<file path="src/rtl/br_enc_gray_pkg.sv">
// Shared types and level-split helpers for the Gray/binary converter.
// Exports: br_enc_gray_mode_e, stage_level_lo(), stage_levels().
package br_enc_gray_pkg;

   typedef enum logic {
      GrayToBin = 1'b0,
      BinToGray = 1'b1
   } br_enc_gray_mode_e;

   // First prefix-XOR level handled by stage s.
   // Stages take ceil(L/N) levels each; trailing stages
   // clamp to L and may end up with zero levels.
   function automatic int stage_level_lo(
      input int width,
      input int num_stages,
      input int s
   );
      int l;
      int per;
      int lo;
      l   = $clog2(width);
      per = (l + num_stages - 1) / num_stages;
      lo  = s * per;
      return (lo > l) ? l : lo;
   endfunction

   function automatic int stage_levels(
      input int width,
      input int num_stages,
      input int s
   );
      return stage_level_lo(width, num_stages, s + 1)
           - stage_level_lo(width, num_stages, s);
   endfunction

endpackage

</file>
<file path="src/rtl/br_enc_gray_conv_stage.sv">
// One register stage: prefix-XOR levels [LevelLo, LevelHi) plus handshake.
// Ports: clk, rst_n, in_* (upstream valid/ready), out_* (downstream).
module br_enc_gray_conv_stage
   import br_enc_gray_pkg::*;
#(
   parameter int Width   = 8,
   parameter int LevelLo = 0,
   parameter int LevelHi = 1
) (
   input  logic             clk,
   input  logic             rst_n,
   input  logic             in_valid_i,
   output logic             in_ready_o,
   input  logic             in_mode_i,
   input  logic [Width-1:0] in_data_i,
   output logic             out_valid_o,
   input  logic             out_ready_i,
   output logic             out_mode_o,
   output logic [Width-1:0] out_data_o
);

   localparam int NumLevels = $clog2(Width);

   logic             valid_q, valid_d;
   logic             mode_q, mode_d;
   logic [Width-1:0] data_q, data_d;
   logic [Width-1:0] conv;
   logic             load;

   // Level k folds in the value 2^k bits above.
   // Level 0 alone is also the binary-to-Gray step.
   always_comb begin
      conv = in_data_i;
      for (int k = 0; k < NumLevels; k++) begin
         if (k >= LevelLo && k < LevelHi &&
             (in_mode_i == GrayToBin || k == 0)) begin
            conv = conv ^ (conv >> (1 << k));
         end
      end
   end

   assign in_ready_o = !valid_q || out_ready_i;
   assign load       = in_valid_i && in_ready_o;

   always_comb begin
      valid_d = valid_q;
      mode_d  = mode_q;
      data_d  = data_q;
      if (load) begin
         valid_d = 1'b1;
         mode_d  = in_mode_i;
         data_d  = conv;
      end else if (out_ready_i) begin
         valid_d = 1'b0;
      end
   end

   always_ff @(posedge clk or negedge rst_n) begin
      if (!rst_n) begin
         valid_q <= 1'b0;
         mode_q  <= 1'b0;
         data_q  <= '0;
      end else begin
         valid_q <= valid_d;
         mode_q  <= mode_d;
         data_q  <= data_d;
      end
   end

   assign out_valid_o = valid_q;
   assign out_mode_o  = mode_q;
   assign out_data_o  = data_q;

endmodule

</file>
<file path="src/rtl/br_enc_gray_conv_pipe.sv">
// Pipelined bidirectional Gray/binary converter with valid/ready flow.
// Ports: clk, rst_n, push_* (input transaction), pop_* (converted result).
module br_enc_gray_conv_pipe
   import br_enc_gray_pkg::*;
#(
   parameter int Width     = 8,
   parameter int NumStages = 1
) (
   input  logic             clk,
   input  logic             rst_n,
   input  logic             push_valid,
   output logic             push_ready,
   input  logic             push_mode,
   input  logic [Width-1:0] push_data,
   output logic             pop_valid,
   input  logic             pop_ready,
   output logic             pop_mode,
   output logic [Width-1:0] pop_data
);

   if (Width < 2 || Width > 256) begin : g_bad_width
      $error("Width must be in 2..256");
   end
   if (NumStages < 1 || NumStages > $clog2(Width)) begin : g_bad_stages
      $error("NumStages must be in 1..clog2(Width)");
   end

   // Index s is the input of stage s; index NumStages is the output.
   logic             vld  [NumStages+1];
   logic             rdy  [NumStages+1];
   logic             mode [NumStages+1];
   logic [Width-1:0] data [NumStages+1];

   assign vld[0]         = push_valid;
   assign mode[0]        = push_mode;
   assign data[0]        = push_data;
   assign push_ready     = rdy[0];
   assign rdy[NumStages] = pop_ready;

   for (genvar s = 0; s < NumStages; s++) begin : g_stage
      localparam int Lo = stage_level_lo(Width, NumStages, s);
      localparam int Hi = Lo + stage_levels(Width, NumStages, s);

      br_enc_gray_conv_stage #(
         .Width  (Width),
         .LevelLo(Lo),
         .LevelHi(Hi)
      ) u_stage (
         .clk        (clk),
         .rst_n      (rst_n),
         .in_valid_i (vld[s]),
         .in_ready_o (rdy[s]),
         .in_mode_i  (mode[s]),
         .in_data_i  (data[s]),
         .out_valid_o(vld[s+1]),
         .out_ready_i(rdy[s+1]),
         .out_mode_o (mode[s+1]),
         .out_data_o (data[s+1])
      );
   end

   assign pop_valid = vld[NumStages];
   assign pop_mode  = mode[NumStages];
   assign pop_data  = data[NumStages];

   a_pop_hold : assert property (
      @(posedge clk) disable iff (!rst_n)
      pop_valid && !pop_ready |=>
         pop_valid && $stable(pop_data) && $stable(pop_mode)
   );

endmodule

</file>
<file path="config.mk">
export PLATFORM = sky130hd
export DESIGN_NAME = br_enc_gray_conv_pipe
export DESIGN_NICKNAME = d
export VERILOG_FILES = /design/src/rtl/br_enc_gray_pkg.sv /design/src/rtl/br_enc_gray_conv_stage.sv /design/src/rtl/br_enc_gray_conv_pipe.sv
export SDC_FILE = /design/constraint.sdc
export NUM_CORES = 1
export LEC_CHECK = 0
export CORE_UTILIZATION = 44
export CTS_CLUSTER_SIZE = 12
export DETAILED_ROUTE_END_ITERATION = 8
export PLACE_DENSITY = 0.81
export SLEW_MARGIN = 5
export SYNTH_ARGS = -nofsm -noshare
export SYNTH_HDL_FRONTEND = slang
export SYNTH_SLANG_ARGS = --single-unit
</file>
<file path="constraint.sdc">
create_clock -name clk -period 2.23 [get_ports clk]
set_input_delay 0.223 -clock clk [delete_from_list [all_inputs] [get_ports clk]]
set_output_delay 0.223 -clock clk [all_outputs]
set_load 0.01 [all_outputs]
</file>
==> summary.log <==
[die] die outline height 38.9 µm
[global_routing] largest net degree at the start of global routing 15
[drt] Met1 Routed Length 552 µm
[final_layout] Nets 98
[power] register share of total power 37.1%
[die] effective utilization at floorplan 50.4%
[power] net switching power 0.000179 W
[drt] Routed Wire Length 1260 µm
[sta] final worst-path setup slack 612 ps
[place] setup slack after placement 311 ps
[final_layout] synth-to-layout area growth 47.5%
[logic_synthesis] net count after synthesis 71
[final_layout] Finished Cell Area 882 µm²
[power] PwrDens 699 nW/µm²
[clock_network] CTS tree yes
[sta] endpoints failing hold 0
[clock_network] Post CTS Setup Buffer Count 0
[power] fraction of power consumed by the clock network 27.7%
[power] leakage dissipation 0.381 nW
[global_routing] wire length of the first global-routing pass 1950 µm
[die] die outline area 1510 µm²
[sta] shortest period the worst path allows 1620 ps
[worst_setup_path] endpoint class of the critical path flop
[job] max-cap check violation count 0
[drt] met3 wire length 38 µm
[clock_network] CTS Buffer Depth 2
[global_routing] global route overflow 0
[logic_synthesis] sequential element share of the synthesized area 41.8%
[final_layout] most used cells in the layout excluding fill and tap cells sky130_fd_sc_hd__clkdlybuf4s50_1, sky130_fd_sc_hd__dfrtp_1, sky130_fd_sc_hd__nand2_1, sky130_fd_sc_hd__o21ai_0, sky130_fd_sc_hd__xor2_1
[drt] remaining routing DRC violations 0
[final_layout] Ant. Diodes 0
[run_status] outcome finished clean
[sta] Fmax achieved 618 MHz
[clock_network] CTS Hold Buffers Added 0
[worst_setup_path] Setup Crit Path Kind in2reg
[place] hpwl dp 966 µm
[sta] aggregate negative setup slack 0 ps
[final_layout] most common library cell in the layout ignoring fill and taps sky130_fd_sc_hd__clkdlybuf4s50_1
[sta] number of setup violations in the final report 0
[sta] Worst slew margin 68.7%
[die] core area 1190 µm²
[clock_network] Root Buffer sky130_fd_sc_hd__clkbuf_4
[logic_synthesis] post-synthesis area per instance 10.3 µm²
[logic_synthesis] Syn Inst Count 58
[drt] routed length per instance 12.8 µm
[logic_synthesis] Yosys reg bits 10
[logic_synthesis] warning count from the yosys run 0
[final_layout] utilization after layout 74.4%
[clock_network] # resized after CTS 0
[logic_synthesis] cell area after synthesis 598 µm²
[place] IO Port Bufs 23
[place] Placer Congestion 0.688
[place] DP Area 846 µm²
[power] Internal Power 0.000438 W
[sta] share of the clock period used by the worst path after layout 72.5%
[power] worst ir drop on vdd 0.440 mV
[drt] First DRT Iteration DRCs 5
[clock_network] depth of the CTS H-tree 1
[final_layout] fraction of final layout cells sized beyond drive strength 1 11.9%
[sta] transition time of the tightest slew-check pin 468 ps
[die] floorplan row count 12
[power] net switching fraction of the power 29.0%
[drt] DR pass1 iterations 4
[worst_setup_path] data arrival time of the critical path 1810 ps
[drt] DR top layer met4
[worst_setup_path] Worst EP required 2420 ps
[sta] setup repair after global routing missed its margin false
[clock_network] clock net sink count 10
[global_routing] via count of the first global-routing pass 469
[global_routing] global routing usage summed across all routing layers 20.8%
[sta] Final Skew 1.46 ps
[worst_setup_path] nature of the critical path startpoint input port
[drt] number of antenna-violating nets in the routed design 0
[sta] number of max-slew violations in the final report 0
[clock_network] later-pin clock latency in the skew report 280 ps
[logic_synthesis] Synth cell types 24
[sta] worst hold margin 264 ps
[clock_network] clock buffer count from CTS 3
[die] boundary pin count 24
[worst_setup_path] crit-path max FO 4
[drt] met2 layer wire length in the routed design 608 µm
[power] combinational fraction of design power 35.2%
[clock_network] Worst-path clk slew 70 ps
[worst_hold_path] Hold Crit Class in2async
[drt] post-DR vias/cell 5.08
[die] die boundary width 38.9 µm
[global_routing] number of antenna violations at the first check in global routing 0
[drt] total number of vias 498
-- worst max-delay path, cell delays in order --
cell                              delay (ps)
sky130_fd_sc_hd__clkdlybuf4s50_1         500
sky130_fd_sc_hd__xnor2_2                 260
sky130_fd_sc_hd__xnor3_1                 460
sky130_fd_sc_hd__and3_1                  200
sky130_fd_sc_hd__o31ai_2                 160
-- registers in the layout, indices dropped and copies added, names as in the netlist --
| signal | count |
|---|---|
| g_stage.u_stage.out_data_o | 8 |
| g_stage.u_stage.out_mode_o | 1 |
| g_stage.u_stage.out_valid_o | 1 |
-- layer usage --
metal | up-vias | GRT usage (%)
li1 | 251 | -
met1 | 225 | 21.7
met2 | 18 | 35.4
met3 | 4 | 3.47
met4 | 0 | 18.1
met5 | - | 0
-- stage by stage --
| step | total power (W) | instances |
|---|---|---|
| final | 0.000617 | 98 |
| after global routing | 0.000647 | 98 |
| after CTS | 0.000622 | 98 |
| after detailed placement | 0.000451 | 94 |
| after global placement | 0.000443 | 94 |
| after floorplan | 0.000337 | 58 |
-- power groups by stage --
stage / Clock (W) / Sequential, W / Combinational [W]
after floorplan: 0 / 0.000248 / 0.0000893
after detailed placement: 0 / 0.000233 / 0.000218
after global placement: 0 / 0.000231 / 0.000212
after CTS: 0.000173 / 0.000229 / 0.000220
final: 0.000171 / 0.000229 / 0.000217
after global routing: 0.000182 / 0.000232 / 0.000233
-- synth_stat cells, drive strengths merged --
library cell,count,area share [%]
a211o,1,1.5
a21oi,1,0.84
and3,1,1.0
clkbuf,2,1.3
dfrtp,10,42
inv,1,0.63
mux2,2,3.8
nand2,9,5.6
nand2b,2,2.1
nand3,1,0.84
nand4b,1,1.5
nor2,2,1.3
nor2b,2,2.1
nor3,1,0.84
o21a,1,1.3
o21ai,6,5.0
o31ai,2,3.3
or3,1,1.0
xnor2,6,13
xnor3,1,3.8
xor2,5,7.3
-- layout make-up --
class | count | area [µm²]
multi-input combinational | 45 | 337
fill | 98 | 304
sequential | 10 | 250
timing repair buffer | 24 | 238
clock buffer | 4 | 36.3
tap | 14 | 17.5
inverter | 1 | 3.75
-- worst paths after layout --
| check | start | endpoint | slack, ps | depth (start not counted) |
|---|---|---|---|---|
| min in group clk | g_stage[0].u_stage.out_data_o[4] | g_stage[0].u_stage.out_data_o[4] | 480 | 2 |
| max reg2reg | g_stage[0].u_stage.out_valid_o | g_stage[0].u_stage.out_data_o[0] | 910 | 4 |
| min reg2reg | g_stage[0].u_stage.out_data_o[4] | g_stage[0].u_stage.out_data_o[4] | 480 | 2 |
| max | push_data[5] | g_stage[0].u_stage.out_data_o[0] | 610 | 5 |
| max in group asynchronous | rst_n | g_stage[0].u_stage.out_data_o[4] | 1650 | 1 |
| min | rst_n | g_stage[0].u_stage.out_data_o[2] | 260 | 1 |
-- kinds of logic after synthesis --
| kind of cell | count (synthesis) | share of synthesized area (%) |
|---|---|---|
| AOI/OAI and AO/OA | 11 | 11.9 |
| xor gates and xnor gates | 12 | 24.3 |
| buffers and inverters | 3 | 1.88 |
| DFF | 10 | 41.8 |
| muxes | 2 | 3.77 |
| and+or+nand+nor | 20 | 16.3 |
(Power assumes the default switching activity.)
